==> src/rtl/gmm_seq_ctrl.sv <==
// GMM frame sequencer: walks (mix,var), aligns g_rst/y_sload/k_sload, drains, pulses done; done at 1+N_MIX*N_VARIABLE+DRAIN cycles after start.
// stall freezes ce and all state (one extra cycle per stall); optional abort input via GMM_SEQ_CTRL_ABORT_EN.

module gmm_seq_dly #(
  parameter int DLY = 1
) (
  input  logic clk,
  input  logic rst_n,
  input  logic clr,
  input  logic adv,
  input  logic din,
  output logic tap
);
  if (DLY == 0) begin : g_wire
    assign tap = din;
  end else begin : g_reg
    logic [DLY-1:0] sr;

    always_ff @(posedge clk or negedge rst_n) begin
      if (!rst_n) begin
        sr <= '0;
      end else if (clr) begin
        sr <= '0;
      end else if (adv) begin
        sr <= (sr << 1) | DLY'(din);
      end
    end

    assign tap = sr[DLY-1];
  end
endmodule

module gmm_seq_ctrl #(
  parameter int N_VARIABLE = 4,
  parameter int N_MIX      = 8,
  parameter int G_DLY      = 1,
  parameter int Y_DLY      = 3,
  parameter int K_DLY      = 6,
  parameter int DRAIN      = 8,
  localparam int MW = (N_MIX > 1) ? $clog2(N_MIX) : 1,
  localparam int VW = (N_VARIABLE > 1) ? $clog2(N_VARIABLE) : 1,
  localparam int DW = (DRAIN > 1) ? $clog2(DRAIN) : 1
) (
  input  logic          clk,
  input  logic          rst_n,
  input  logic          start,
  input  logic          stall,
`ifdef GMM_SEQ_CTRL_ABORT_EN
  input  logic          abort,
`endif
  output logic          busy,
  output logic          done,
  output logic          ce,
  output logic          issue_vld,
  output logic [MW-1:0] mix_idx,
  output logic [VW-1:0] var_idx,
  output logic          g_rst,
  output logic          y_sload,
  output logic          k_sload
);

  typedef enum logic [1:0] {S_IDLE, S_RUN, S_DRAIN, S_DONE} state_t;

  state_t        state, state_nxt;
  logic [DW-1:0] drain_cnt;
  logic          var_last, mix_last, clr;
  logic          mix_first, frame_first;
  logic          g_tap, y_tap, k_tap;

  assign var_last = (var_idx == VW'(N_VARIABLE - 1));
  assign mix_last = (mix_idx == MW'(N_MIX - 1));

  always_comb begin
    state_nxt = state;
    busy      = 1'b0;
    done      = 1'b0;
    ce        = 1'b0;
    issue_vld = 1'b0;
    case (state)
      S_IDLE: begin
        if (start) state_nxt = S_RUN;
      end
      S_RUN: begin
        busy      = 1'b1;
        ce        = !stall;
        issue_vld = !stall;
        if (!stall && var_last && mix_last) state_nxt = S_DRAIN;
      end
      S_DRAIN: begin
        busy = 1'b1;
        ce   = !stall;
        if (!stall && drain_cnt == '0) state_nxt = S_DONE;
      end
      S_DONE: begin
        done      = 1'b1;
        state_nxt = S_IDLE;
      end
      default: state_nxt = S_IDLE;
    endcase
`ifdef GMM_SEQ_CTRL_ABORT_EN
    if (abort && (state == S_RUN || state == S_DRAIN)) state_nxt = S_IDLE;
`endif
  end

  // Leaving the active states wipes indices, counter and delay lines.
  assign clr = (state_nxt == S_IDLE) || (state_nxt == S_DONE);

  always_ff @(posedge clk or negedge rst_n) begin
    if (!rst_n) begin
      state <= S_IDLE;
    end else begin
      state <= state_nxt;
    end
  end

  always_ff @(posedge clk or negedge rst_n) begin
    if (!rst_n) begin
      mix_idx <= '0;
      var_idx <= '0;
    end else if (clr) begin
      mix_idx <= '0;
      var_idx <= '0;
    end else if (issue_vld) begin
      if (var_last) begin
        var_idx <= '0;
        mix_idx <= mix_last ? '0 : mix_idx + 1'b1;
      end else begin
        var_idx <= var_idx + 1'b1;
      end
    end
  end

  always_ff @(posedge clk or negedge rst_n) begin
    if (!rst_n) begin
      drain_cnt <= '0;
    end else if (clr) begin
      drain_cnt <= '0;
    end else if (state == S_RUN && state_nxt == S_DRAIN) begin
      drain_cnt <= DW'(DRAIN - 1);
    end else if (state == S_DRAIN && ce && drain_cnt != '0) begin
      drain_cnt <= drain_cnt - 1'b1;
    end
  end

  assign mix_first   = issue_vld && (var_idx == '0);
  assign frame_first = mix_first && (mix_idx == '0);

  gmm_seq_dly #(.DLY(G_DLY)) u_g_dly (
    .clk(clk), .rst_n(rst_n), .clr(clr), .adv(ce), .din(mix_first), .tap(g_tap)
  );
  gmm_seq_dly #(.DLY(Y_DLY)) u_y_dly (
    .clk(clk), .rst_n(rst_n), .clr(clr), .adv(ce), .din(mix_first), .tap(y_tap)
  );
  gmm_seq_dly #(.DLY(K_DLY)) u_k_dly (
    .clk(clk), .rst_n(rst_n), .clr(clr), .adv(ce), .din(frame_first), .tap(k_tap)
  );

  assign g_rst   = ce && g_tap;
  assign y_sload = ce && y_tap;
  assign k_sload = ce && k_tap;

endmodule

==> config.mk <==
export PLATFORM = sky130hd
export DESIGN_NAME = gmm_seq_ctrl
export DESIGN_NICKNAME = d
export VERILOG_FILES = /design/src/rtl/gmm_seq_ctrl.sv
export SDC_FILE = /design/constraint.sdc
export NUM_CORES = 1
export LEC_CHECK = 0
export ABC_CLOCK_PERIOD_IN_PS = 3850
export BUFFER_PORTS_ARGS = -buffer_cell sky130_fd_sc_hd__buf_2
export CORE_ASPECT_RATIO = 1.4
export CORE_MARGIN = 2
export CORE_UTILIZATION = 59
export DETAILED_ROUTE_END_ITERATION = 6
export PLACE_DENSITY = 0.82
export RECOVER_POWER = 50
export SLEW_MARGIN = 20
export SYNTH_ARGS = -nofsm -noshare
export SYNTH_HDL_FRONTEND = slang
export SYNTH_SLANG_ARGS = --single-unit
==> constraint.sdc <==
create_clock -name clk -period 3.85 [get_ports clk]
set_input_delay 0.1925 -clock clk [delete_from_list [all_inputs] [get_ports clk]]
set_output_delay 0.1925 -clock clk [all_outputs]
set_load 0.1 [all_outputs]
# After elaboration in Yosys (flattened, before gate mapping)
# Cells that the tools add are included.
# Widths: inputs -> output; s select.
[totals]
ff_bits = 20
latch_bits = 0
out_inout_bits = 12
word_cells = 68
memories = 0
mem_bits_ro = 0
mem_bits_rw = 0
[classes]
bitwise = 2
multipliers = 0
reduce_logical = 25
div_mod_pow = 0
eq_ne = 7
n_mux = 24
shift = 0
n_addsub = 3
n_lt_le_gt_ge = 0
[op_table]
columns = ["op", "n"]
rows = [
  ["$mux 3", 9],
  ["$mux 2", 6],
  ["$mux 6", 2],
  ["$logic_and 1x1->1", 11],
  ["$eq 2x2->1 const B", 5],
  ["$pmux 2 s4", 1],
  ["$logic_not 2->1", 3],
  ["$logic_not 3->1", 2],
  ["$mux 1", 6],
  ["$or 6x1->6", 1],
  ["$reduce_bool 2->1", 3],
  ["$reduce_bool 3->1", 2],
  ["$add 3x1->3 const B", 1],
  ["$eq 3x3->1 const B", 1],
  ["$or 3x1->3", 1],
  ["$sub 3x1->3 const B", 1],
  ["$add 2x1->2 const B", 1],
  ["$eq 2x1->1 const B", 1],
  ["$reduce_and 2->1", 1],
  ["$reduce_or 2->1", 1],
  ["$logic_not 1->1", 1],
  ["$logic_or 1x1->1", 1],
]

# Logic depth before layout (Yosys ltp)
# Gate-level depths: netlist of the first run.
[depth]
word_depth = 9
depth_mapped = 9
mapped_depth_nobuf = 9

# Cells and area by module
# Synthesis of the first run repeated with hierarchy kept, for this count alone.
[hier_totals]
cells_unflattened = 109
hier_area_um2 = 1139.8
[by_module_without_submodules]
columns = ["mod", "area_per_inst_um2", "cells_each", "seq_area_each_um2", "n_inst"]
rows = [
  ["gmm_seq_ctrl", 740.7, 78, 250.2, 1],
  ["gmm_seq_dly (u_k_dly)", 244.0, 19, 150.1, 1],
  ["gmm_seq_dly (u_y_dly)", 116.4, 9, 75.1, 1],
  ["gmm_seq_dly (u_g_dly)", 38.8, 3, 25.0, 1],
]

# Worst setup path after synthesis of the first run
# Ideal clock, no wire load.
[synth_timing]
path_kind = "register -> output"
start = "register state[1]"
end = "output port k_sload"
n_path_buf = 1
path_stages_with_launch = 7
arrival_time_ns = 2.886
slack_ns = 0.771
cell_sequence = "dfrtp_1 inv_1 ha_1 nand2b_4 inv_1 buf_2 and2_1"
[synth_between]
elab_chain_len = 4
elab_cells_between_ends = 5
[synth_rtl]
columns = ["element", "line", "source"]
rows = [
  ["start, declared", "64", "state_t state, state_nxt;"],
  ["start signal, assigned", "112", "state <= state_nxt;"],
  ["$eq 2x1->1 or $eq 2x2->1 (tied branches)", "79", "case (state)"],
  ["$reduce_or 2->1 (no line) *", "-", ""],
  ["$mux 1 *", "-", ""],
  ["via ce", "53", "output logic ce,"],
  ["$logic_and 1x1->1 *", "160", "assign k_sload = ce && k_tap;"],
  ["end, declared", "59", "output logic k_sload"],
]
# Mark *: on every way through the listed nets, which the timed path passes. The rest lies on a longest branch.

# Final worst setup path of the first run
[layout_timing]
start = "register state[0]"
end = "register drain_cnt[0]"
[layout_between]
elab_chain_len = 6
elab_cells_between_ends = 20
[layout_rtl]
columns = ["element", "line", "source"]
rows = [
  ["$eq 2x2->1 (tied with other cells)", "79", ""],
  ["$pmux 2 s4 or $reduce_or 2->1 (tied branches)", "-", ""],
  ["$eq 2x2->1 or $mux 1 (tied branches)", "-", ""],
  ["$logic_and 1x1->1, on equally long branches", "138, 140", ""],
  ["$mux 3 or $logic_and 1x1->1 (tied branches)", "138, 140", ""],
  ["$mux 3 or $reduce_bool 3->1 (tied branches)", "-", ""],
  ["end signal, assigned", "139", "drain_cnt <= DW'(DRAIN - 1);"],
  ["end signal, assigned", "141", "drain_cnt <= drain_cnt - 1'b1;"],
  ["end, declared", "65", "logic [DW-1:0] drain_cnt;"],
]
# Parallel ways exist; a longest one is shown, timed or not.
# A chain may end at the register's enable or synchronous reset.

==> results of run 1 <==
-- kinds of logic (layout without fill, tap and decap cells) --
group	Yosys count	after routing	share of synthesized area, %
buffers and inverters	16	31	5.78
muxes	2	2	1.85
adders and majority gates	12	12	13.9
and+or+nand+nor	44	44	21.2
AOI/OAI and AO/OA	24	24	13.4
DFF	19	19	43.9
-- power groups by stage --
| stage | sequential (mW) | combinational (mW) | clock, mW |
|---|---|---|---|
| final | 0.228 | 0.315 | 0.103 |
| after global routing | 0.231 | 0.335 | 0.115 |
| after CTS | 0.228 | 0.317 | 0.103 |
| after detailed placement | 0.232 | 0.315 | 0 |
| after global placement | 0.230 | 0.310 | 0 |
| after floorplan | 0.262 | 0.236 | 0 |
-- sequential cells by signal (all words and copies together) (netlist names) --
signal and count:
state 2, u_y_dly.g_reg.sr 3, u_k_dly.g_reg.sr 6, mix_idx 3, var_idx 2, drain_cnt 3
-- cell type report --
| cell class | count | area, um^2 |
|---|---|---|
| Sequential cell | 19 | 475 |
| Tap cell | 20 | 25.0 |
| Clock buffer | 3 | 22.5 |
| Timing Repair Buffer | 16 | 77.6 |
| Fill cell | 151 | 566 |
| Inverter | 11 | 41.3 |
| Multi-Input combinational cell | 82 | 544 |
| Clock inverter | 1 | 5.00 |
-- synth_stat cells (all sizes together) --
| cell | n |
|---|---|
| nand2 | 21 |
| dfrtp | 19 |
| a21oi | 13 |
| ha | 12 |
| inv | 11 |
| nor2 | 5 |
| a311oi | 3 |
| and2 | 3 |
| clkbuf | 3 |
| nand2b | 3 |
| buf | 2 |
| mux2i | 2 |
| nand3 | 2 |
| nor2b | 2 |
| o21ai | 2 |
| or4 | 2 |
| a211oi | 1 |
| a21boi | 1 |
| a22o | 1 |
| a22oi | 1 |
| a31oi | 1 |
| and3 | 1 |
| and3b | 1 |
| nand3b | 1 |
| nand4 | 1 |
| o22ai | 1 |
| or3 | 1 |
| or3b | 1 |
-- per-layer routing --
| metal | share of wire, % | global-route usage, % | wire (um) |
|---|---|---|---|
| met2 | 51 | 37.6 | 1030 |
| met3 | 2.5 | 2.44 | 50 |
| met5 | 0 | 0 | 0 |
| met4 | 1.9 | 11.7 | 38 |
| met1 | 44 | 26.6 | 889 |
-- stage by stage --
stage,total power [mW],setup slack [ns],util (%),instances
after floorplan,0.498,0.771,-,117
after global placement,0.540,1.49,66.1,147
after detailed placement,0.547,1.45,66.1,147
after CTS,0.648,1.43,68.2,152
after global routing,0.682,1.27,67.8,152
final,0.645,1.43,67.8,152
-- what timing repair did --
item,4_1_cts,5_1_grt
hold endpoints to repair,19,0
hold buffers,1,0
endpoints found under the setup margin,0,0
-- worst max-delay path: stages, from the launching register on --
cell	delay, ns
sky130_fd_sc_hd__dfrtp_1	0.42
sky130_fd_sc_hd__inv_1	0.10
sky130_fd_sc_hd__ha_1	0.27
sky130_fd_sc_hd__inv_2	0.05
sky130_fd_sc_hd__or4_4	0.48
sky130_fd_sc_hd__a22o_1	0.22
sky130_fd_sc_hd__ha_1	0.51
sky130_fd_sc_hd__a211oi_1	0.28
-- worst min path at each step --
| stage | to | slack (ns) | cells past startpoint |
|---|---|---|---|
| after global placement | state[1] | 0.15 | 1 |
| after floorplan | drain_cnt[0] | -0.10 | 0 |
| final | state[1] | 0.25 | 3 |
| after detailed placement | state[1] | 0.15 | 1 |
| after CTS | state[0] | 0.25 | 3 |
| after global routing | state[0] | 0.25 | 3 |
==> metrics.log, run 1 <==
INFO  metric outcome = finished clean
INFO  metric hpwl_after_dpl = about 1.5 mm
INFO  metric netlist_instances = about 120
INFO  metric finalCritPeriodShare = 62.9%
INFO  metric post_cts_buffers = 0
INFO  metric clock_tree_from_tritoncts = done
INFO  metric critPathRequiredTime = slightly above 4 ns
INFO  metric total_congestion_overflow_after_global_routing = 0
INFO  metric slew-limit-headroom = a little under a quarter
INFO  metric swShare = around half
INFO  metric worst_r2r_src = state[0]
INFO  metric clock_tree.htree_level_count = 1
INFO  metric floorplan.die.width = 40.2 um
INFO  metric p_seq_share = between 30% and 40%
INFO  metric wl_per_cell = 13.2 um
INFO  metric final_nets = about 150
INFO  metric initial_utilization = about three fifths
INFO  metric vias = around 850
INFO  metric setup.worst_path.end_class = register
INFO  metric critical_path_class = reg -> reg
INFO  metric min-delay-start = start
INFO  metric synth_area_per_cell = about 9 um^2
INFO  metric worstMarginPinSlew = about 1.2 ns
INFO  metric via_per_inst = 5.58
INFO  metric layout-drive-gt1-share = 12.9%
INFO  metric mostFrequentLayoutCell = sky130_fd_sc_hd__nand2_1
INFO  metric critPathLaunch = state[0]
INFO  metric cellInternalPower = approximately 320 uW
INFO  metric core_area = ~0.0018 mm^2
INFO  metric synth-warning-count = 0
INFO  metric layout_common_cells = sky130_fd_sc_hd__nand2_1 (21), sky130_fd_sc_hd__dfrtp_1 (19), sky130_fd_sc_hd__a21oi_1 (13)
INFO  metric clkSlewWorstSetupHoldPaths = 0.11 ns
INFO  metric power_density = 542 mW/mm^2
INFO  metric total_nets_after_synthesis = 133
INFO  metric crit_path_max_fanout = 17
INFO  metric antenna_violations_before_repair = 0
INFO  metric fin_tns_setup = 0 ns
INFO  metric cells_taking_the_most_area_after_synthesis = sky130_fd_sc_hd__dfrtp_1 (44%), sky130_fd_sc_hd__ha_1 (14%), sky130_fd_sc_hd__nand2_1 (7.3%)
INFO  metric cell_row_count = 18
INFO  metric post_cts_resize_count = 0
INFO  metric detailedRoute.firstPassIterationCount = 3
INFO  metric last_element_of_the_critical_path = drain_cnt[0]
INFO  metric comb_power_share = slightly below 50%
INFO  metric io_pins = 16
INFO  metric final.setup_skew = just under 0.008 ns
INFO  metric ff2ff_setup_slack = 1.43 ns
INFO  metric setup_repair_after_global_routing_missed_its_margin = false
INFO  metric clk_latency = roughly 0.3 ns
INFO  metric clockRootBuffer = sky130_fd_sc_hd__clkbuf_4
INFO  metric timing.rr.end = drain_cnt[0]
INFO  metric cts_made_buffers = 3
INFO  metric insertedDiodeCount = 0
INFO  metric power.leakage = 0.564 nW
INFO  metric switchingPower = about 330 uW
INFO  metric clock_tree.buffer_depth = 2
INFO  metric clock_sinks = 19
INFO  metric timing.reg2reg.worst_path_depth = 7
INFO  metric post_synth_num_cell_types = 31
INFO  metric final_setup_violating_endpoints = 0
INFO  metric yosysTopAreaCellShare = 43.9%
INFO  metric mappedNetlistArea = about 0.0011 mm^2
INFO  metric detail_route.iter0.violations = 11
INFO  metric remaining_drc_errors = 0
INFO  metric hold_class = in -> reg
INFO  metric first_global_vias = a little under 800
INFO  metric port-buffer-count = 15
INFO  metric count_of_endpoints_failing_hold_in_the_final_timing_report = 0
INFO  metric ir_worst_vdd = about 0.42 mV
INFO  metric arrival_time_at_the_worst_endpoint = approximately 2.6 ns
INFO  metric synth_register_bits = 19
INFO  metric track_usage = roughly 22%
INFO  metric synthToLayoutAreaGrowth = 10.1%
INFO  metric drv.max_cap_violation_count = 0
INFO  metric final_max_slew_viol_count = 0
INFO  metric routed_wl = 2.01 mm
INFO  metric floorplan.die.height = around 55 um
INFO  metric period_minus_slack = about 2.4 ns
INFO  metric fin_area = 0.00119 mm^2
INFO  metric timing.hold.ws = between 0.2 and 0.3 ns
INFO  metric global_route_wire_length_before_repair = 3.28 mm
INFO  metric max_clock_freq = 0.413 GHz
INFO  metric synth_sequential_area_ratio = approximately 44%
INFO  metric gpl.final_weighted_congestion = between 0.6 and 0.7
INFO  metric critical_path.startpoint_type = register
INFO  metric placed_area = between 0.001 and 0.0015 mm^2
INFO  metric synth_area_leader_cell = sky130_fd_sc_hd__dfrtp_1
INFO  metric dieArea = 0.00220 mm^2
INFO  metric detail-route-antenna-nets = 0
INFO  metric grt_max_degree = 20
INFO  metric clock_power_share = between 10% and 20%
Note: power is estimated with default switching activity, not from simulation.
==> inputs of run 2 (changes only) <==
ABC_AREA = 1   (was unset)
ABC_CLOCK_PERIOD_IN_PS = 2370   (was 3850)
CORE_UTILIZATION = 56   (was 59)
PLACE_DENSITY = 0.78   (was 0.82)
clock period = 2.37 ns   (was 3.85 ns; I/O delays follow)
==> run 2 against run 1 <==
Effect of this change: critical path depth grew 5; worst setup slack got worse by 1.2 ns; die area increased by 13%; via count rose by 9.1%; register-to-register slack lost 1.2 ns; synthesized area up 8.7%; clock-buffer cell count unchanged; highest routed layer unchanged.
==> metrics.log, run 2 <==
INFO  metric final_nets = approximately 170
INFO  metric crit_path_max_fanout = 13
INFO  metric clock_tree_from_tritoncts = done
INFO  metric layout-drive-gt1-share = between 30% and 40%
INFO  metric cts_made_buffers = 3
INFO  metric via_per_inst = about 5.3
INFO  metric arrival_time_at_the_worst_endpoint = approximately 2.4 ns
INFO  metric synth_commonest_cells = sky130_fd_sc_hd__nand2_1 (27), sky130_fd_sc_hd__inv_1 (20), sky130_fd_sc_hd__dfrtp_1 (19)
INFO  metric track_usage = approximately a fifth
INFO  metric synth_area_per_cell = between 8 and 9 um^2
INFO  metric clockRootBuffer = sky130_fd_sc_hd__clkbuf_4
INFO  metric final_setup_violating_endpoints = 0
INFO  metric critPathRequiredTime = around 2.6 ns
INFO  metric layout_common_cells = sky130_fd_sc_hd__nand2_1 (27), sky130_fd_sc_hd__inv_1 (19), sky130_fd_sc_hd__nand3_1 (15)
INFO  metric finalCritPeriodShare = roughly 92%
INFO  metric dieArea = approximately 0.0025 mm^2
INFO  metric hold_class = in -> reg
INFO  metric wl_per_cell = 12.8 um
INFO  metric initial_utilization = 59.6%
INFO  metric remaining_drc_errors = 0
INFO  metric synth_sequential_area_ratio = 40.4%
INFO  metric mostFrequentLayoutCell = sky130_fd_sc_hd__nand2_1
INFO  metric total_nets_after_synthesis = between 150 and 200
INFO  metric top_layer_used = met4
INFO  metric clkSlewWorstSetupHoldPaths = ~0.12 ns
INFO  metric number_of_filler_cells_placed_in_the_layout = roughly 170
INFO  metric synth-main-ff-cell = sky130_fd_sc_hd__dfrtp_1
INFO  metric vias = a little over 900
INFO  metric most_instantiated_library_cell_after_synthesis = sky130_fd_sc_hd__nand2_1
INFO  metric hpwl_after_dpl = between 1.5 and 2 mm
INFO  metric max_clock_freq = ~0.46 GHz
INFO  metric layout_setup_ws = around 0.18 ns
INFO  metric floorplan.die.height = slightly below 60 um
INFO  metric largest-register = u_k_dly.g_reg.sr
INFO  metric netlist_instances = between 100 and 150
INFO  metric critical_path_class = reg -> reg
INFO  metric cell_row_count = 19
INFO  metric synthToLayoutAreaGrowth = 11.4%
INFO  metric grt_max_degree = 20
INFO  metric outcome = finished clean
INFO  metric setup_repair_after_global_routing_missed_its_margin = false
INFO  metric detailroute.wirelength.met3 = 77 um
INFO  metric slew-limit-headroom = 23.0%
INFO  metric port-buffer-count = 15
INFO  metric sequential_cell_area = 482 um^2
INFO  metric synth_register_bits = 19
INFO  metric clock_tree.htree_level_count = 1
INFO  metric routed_wl = between 2 and 2.5 mm
INFO  metric clock_sinks = 19
INFO  metric detailedRoute.firstPassIterationCount = 4
INFO  metric setup.worst_path.end_class = register
INFO  metric final_max_slew_viol_count = 0
INFO  metric count_of_endpoints_failing_hold_in_the_final_timing_report = 0
INFO  metric synth-warning-count = 0
INFO  metric cells_taking_the_most_area_after_synthesis = sky130_fd_sc_hd__dfrtp_1 (40%), sky130_fd_sc_hd__ha_1 (13%), sky130_fd_sc_hd__nand2_1 (8.6%)
INFO  metric post_synth_num_cell_types = 22
INFO  metric wl_met2 = ~1.2 mm
INFO  metric yosysTopAreaCellShare = 40.4%
INFO  metric mappedNetlistArea = 0.00118 mm^2
INFO  metric first_global_vias = 932
INFO  metric fin_tns_setup = 0 ns
INFO  metric clk_latency = ~0.31 ns
INFO  metric worstMarginPinSlew = 1.16 ns
INFO  metric detail-route-antenna-nets = 0
INFO  metric drv.max_cap_violation_count = 0
INFO  metric floorplan.die.width = 42.7 um
INFO  metric insertedDiodeCount = 0
INFO  metric core_area = about 0.0020 mm^2
INFO  metric synth-edff-count = 0
INFO  metric final.setup_skew = approximately 0.014 ns
INFO  metric period_minus_slack = roughly 2.2 ns
INFO  metric clock_tree.buffer_depth = 2
INFO  metric met1Wirelength = 938 um
INFO  metric antenna_violations_before_repair = 0
INFO  metric io_pins = 16
INFO  metric detail_route.iter0.violations = 30
INFO  metric number_of_flip_flops_under_the_largest_register_name = 6
INFO  metric placement.setup.worst_slack = 0.0497 ns
INFO  metric synth_area_leader_cell = sky130_fd_sc_hd__dfrtp_1
INFO  metric multi_input_area = 596 um^2
INFO  metric gpl.final_weighted_congestion = about 0.87
INFO  metric global_route_wire_length_before_repair = around 3.7 mm
INFO  metric asyncSetResetFlopFracSynth = 100%
INFO  metric post_cts_buffers = 0
INFO  metric total_congestion_overflow_after_global_routing = 0
INFO  metric critical_path.startpoint_type = register
-- run 2: timing repair --
action,4_1_cts,5_1_grt
hold endpoints to repair,19,0
hold buffers,1,0
gates resized for setup,0,2
setup endpoints to repair,0,13
-- run 2: area by class of cell --
type | instances | area share [%]
inverter | 26 | 7.74
sequential | 19 | 36.8
clock inverter | 1 | 0.382
multi-input combinational | 90 | 45.5
timing repair buffer | 16 | 5.92
tap | 21 | 2.01
clock buffer | 3 | 1.72
-- run 2: final timing paths --
| check | startpoint | end | slack, ns | cells past startpoint |
|---|---|---|---|---|
| max | mix_idx[0] | mix_idx[1] | 0.18 | 12 |
| min | start | state[0] | 0.09 | 3 |
| max reg2reg | mix_idx[0] | mix_idx[1] | 0.18 | 12 |
| min reg2reg | u_k_dly.g_reg.sr[0] | u_k_dly.g_reg.sr[1] | 0.50 | 2 |
| max in group asynchronous | rst_n | mix_idx[1] | 1.20 | 2 |
| min in group asynchronous | rst_n | mix_idx[0] | 0.48 | 2 |
-- run 2: cell families (layout without fill, tap and decap cells) --
| kind of cell | Yosys count | in the layout | synth area share (%) |
|---|---|---|---|
| AO/OA/AOI/OAI | 18 | 18 | 11.1 |
| adder cells (fa/ha/maj) | 12 | 12 | 12.8 |
| buffers and inverters | 29 | 46 | 10.9 |
| flip-flops | 19 | 19 | 40.4 |
| AND/OR/NAND/NOR | 60 | 60 | 24.9 |
-- run 2: worst max-delay path, stage by stage (launching register included) --
cell and delay [ns]:
sky130_fd_sc_hd__dfrtp_2 0.45, sky130_fd_sc_hd__ha_1 0.21, sky130_fd_sc_hd__ha_1 0.20, sky130_fd_sc_hd__nand3_1 0.10, sky130_fd_sc_hd__nand2_1 0.06, sky130_fd_sc_hd__nand2_1 0.07
sky130_fd_sc_hd__a21oi_1 0.08, sky130_fd_sc_hd__ha_2 0.46, sky130_fd_sc_hd__inv_2 0.17, sky130_fd_sc_hd__o21ai_2 0.13, sky130_fd_sc_hd__inv_2 0.07, sky130_fd_sc_hd__nand2_1 0.06
sky130_fd_sc_hd__nand2_1 0.05
-- run 2: per-stage QoR --
| step | area (um^2) | hold slack [ns] | utilization [%] | instances |
|---|---|---|---|---|
| floorplan | 1200 | -0.177 | - | 138 |
| global placement | 1270 | 0.0758 | 64.6 | 171 |
| detailed placement | 1270 | 0.0825 | 64.6 | 171 |
| CTS | 1310 | 0.0999 | 66.5 | 176 |
| global route | 1310 | 0.120 | 66.4 | 176 |
| finish | 1310 | 0.0923 | 66.4 | 176 |
-- run 2: metal layers --
metal  global-route usage [%]  vias up
met3                     1.87        6
met2                     34.8       22
met1                     23.3      428
met5                        0        -
li1                         -      469
met4                     12.5        0
Power of run 2 is not shown: default switching activity piles up to over one toggle a cycle in this logic, so the estimate is an artifact.
==> inputs of run 3 (changes only) <==
PLACE_DENSITY = 0.81   (was 0.78)
==> run 3 against run 2 <==
Effect of this change: first-iteration DRC count is the same; core utilization grew 0.51 points; via count grew 0.65%.
==> metrics.log, run 3 (same netlist as run 2, synthesis figures left out) <==
INFO  metric outcome = finished clean
INFO  metric cell_row_count = 19
INFO  metric fin_tns_setup = 0 ns
INFO  metric dieArea = 0.00249 mm^2
INFO  metric max_clock_freq = between 0.4 and 0.5 GHz
INFO  metric timing.rr.end = mix_idx[0]
INFO  metric track_usage = a little over a fifth
INFO  metric min_path_cells = 3
INFO  metric hold_end = state[0]
INFO  metric setup.worst_path.end_class = output pin
INFO  metric critical_path.startpoint_type = register
INFO  metric cts_made_buffers = 3
INFO  metric mostFrequentLayoutCell = sky130_fd_sc_hd__nand2_1
INFO  metric final.setup_skew = 0.00234 ns
INFO  metric gpl.final_weighted_congestion = between 0.8 and 0.9
INFO  metric post_layout_nonfiller_instances = 176
INFO  metric final_core_utilization = between 60% and 70%
INFO  metric final_max_slew_viol_count = 0
INFO  metric layout_common_cells = sky130_fd_sc_hd__nand2_1 (27), sky130_fd_sc_hd__inv_1 (19), sky130_fd_sc_hd__nand3_1 (15)
INFO  metric min-delay-start = start
INFO  metric clk_latency = 0.31 ns
INFO  metric port-buffer-count = 15
INFO  metric insertedDiodeCount = 0
INFO  metric first_global_vias = between 900 and 1000
INFO  metric routed_wl = 2.23 mm
INFO  metric worstMarginPinSlew = ~1.2 ns
INFO  metric worst_r2r_src = state[1]
INFO  metric clkSlewWorstSetupHoldPaths = ~0.11 ns
INFO  metric synthToLayoutAreaGrowth = 12.2%
INFO  metric crit_path_max_fanout = 6
INFO  metric floorplan.die.height = 58.2 um
INFO  metric vias = 931
INFO  metric remaining_drc_errors = 0
INFO  metric period_minus_slack = about 2.2 ns
INFO  metric layout-drive-gt1-share = a little under a third
INFO  metric final_nets = approximately 170
INFO  metric total_congestion_overflow_after_global_routing = 0
INFO  metric finalCritPeriodShare = about nine tenths
INFO  metric number_of_flip_flops_under_the_largest_register_name = 6
INFO  metric critical_path_class = reg -> out
INFO  metric antenna_violations_before_repair = 0
INFO  metric core_area = 0.00197 mm^2
INFO  metric placedCellCount = 171
INFO  metric setup_repair_after_global_routing_missed_its_margin = false
INFO  metric slew-limit-headroom = between 20 and 25%
INFO  metric wl_per_cell = roughly 13 um
INFO  metric timing.reg2reg.worst_path_depth = 13
INFO  metric arrival_time_at_the_worst_endpoint = between 2 and 2.5 ns
INFO  metric initial_utilization = roughly 60%
INFO  metric hpwl_after_dpl = about 1.7 mm
INFO  metric critPathRequiredTime = around 2.3 ns
INFO  metric detailedRoute.firstPassIterationCount = 4
INFO  metric final_setup_violating_endpoints = 0
INFO  metric global_route_wire_length_before_repair = around 4 mm
INFO  metric largest-register = u_k_dly.g_reg.sr
INFO  metric clock_tree.htree_level_count = 1
INFO  metric floorplan.die.width = about 43 um
INFO  metric via_per_inst = 5.29
INFO  metric clock_tree.buffer_depth = 2
INFO  metric grt_max_degree = 20
INFO  metric hold_class = in -> reg
INFO  metric clockRootBuffer = sky130_fd_sc_hd__clkbuf_4
INFO  metric io_pins = 16
INFO  metric drv.max_cap_violation_count = 0
INFO  metric post_cts_buffers = 0
INFO  metric detail_route.iter0.violations = 30
INFO  metric clock_sinks = 19
INFO  metric clock_tree_from_tritoncts = done
INFO  metric detail-route-antenna-nets = 0
INFO  metric ff2ff_setup_slack = roughly 0.26 ns
INFO  metric count_of_endpoints_failing_hold_in_the_final_timing_report = 0
[run 3: changes by cell type in the layout (fill, tap and decap cells not counted)]
| cell | before | now |
|---|---|---|
| sky130_fd_sc_hd__ha_4 | 1 | 2 |
| sky130_fd_sc_hd__ha_2 | 2 | 1 |
[run 3: metal layers]
layer	wire [um]	up-vias	share of wire [%]	track usage, %
met2	1150	18	52	35.1
met3	63	5	2.8	4.05
li1	-	468	-	-
met4	54	0	2.4	14.7
met1	960	440	43	25.4
met5	0	-	0	0
[run 3: worst max path at each step]
stage,start,endpoint,slack (ns),cells past startpoint
finish,state[0],g_rst,0.22,7
detailed placement,state[1],mix_idx[1],0.06,13
global route,state[1],mix_idx[0],0.04,13
CTS,state[1],mix_idx[0],0.02,13
global placement,state[1],mix_idx[1],0.14,13
floorplan,state[0],g_rst,0.02,6
[run 3: cell type report]
class                      count  area [um^2]
fill                         171          653
clock buffer                   3         22.5
tap                           21         26.3
multi-input combinational     90          606
timing repair buffer          16         77.6
clock inverter                 1         5.00
inverter                      26          101
sequential                    19          482
[run 3: stage by stage]
stage               hold slack [ns]  instance area, um^2  setup slack (ns)
CTS                          0.0939                 1310            0.0181
finish                        0.106                 1320             0.220
floorplan                    -0.177                 1200            0.0228
global route                  0.146                 1320            0.0434
detailed placement           0.0821                 1270            0.0573
global placement             0.0786                 1270             0.137
[run 3: critical path, cell delays in order (launching register included)]
cell and delay (ns):
sky130_fd_sc_hd__dfrtp_1 0.44, sky130_fd_sc_hd__inv_1 0.13, sky130_fd_sc_hd__ha_4 0.30, sky130_fd_sc_hd__inv_2 0.04, sky130_fd_sc_hd__nor2_4 0.16, sky130_fd_sc_hd__nand2_1 0.15, sky130_fd_sc_hd__clkinvlp_4 0.09, sky130_fd_sc_hd__buf_2 0.41
[run 3: repair_timing]
item / in CTS / in global routing
gates resized for setup: 0 / 3
endpoints found under the setup margin: 0 / 15
hold endpoints to repair: 19 / 0
hold buffers: 1 / 0
Power of run 3 is left out for the same reason.
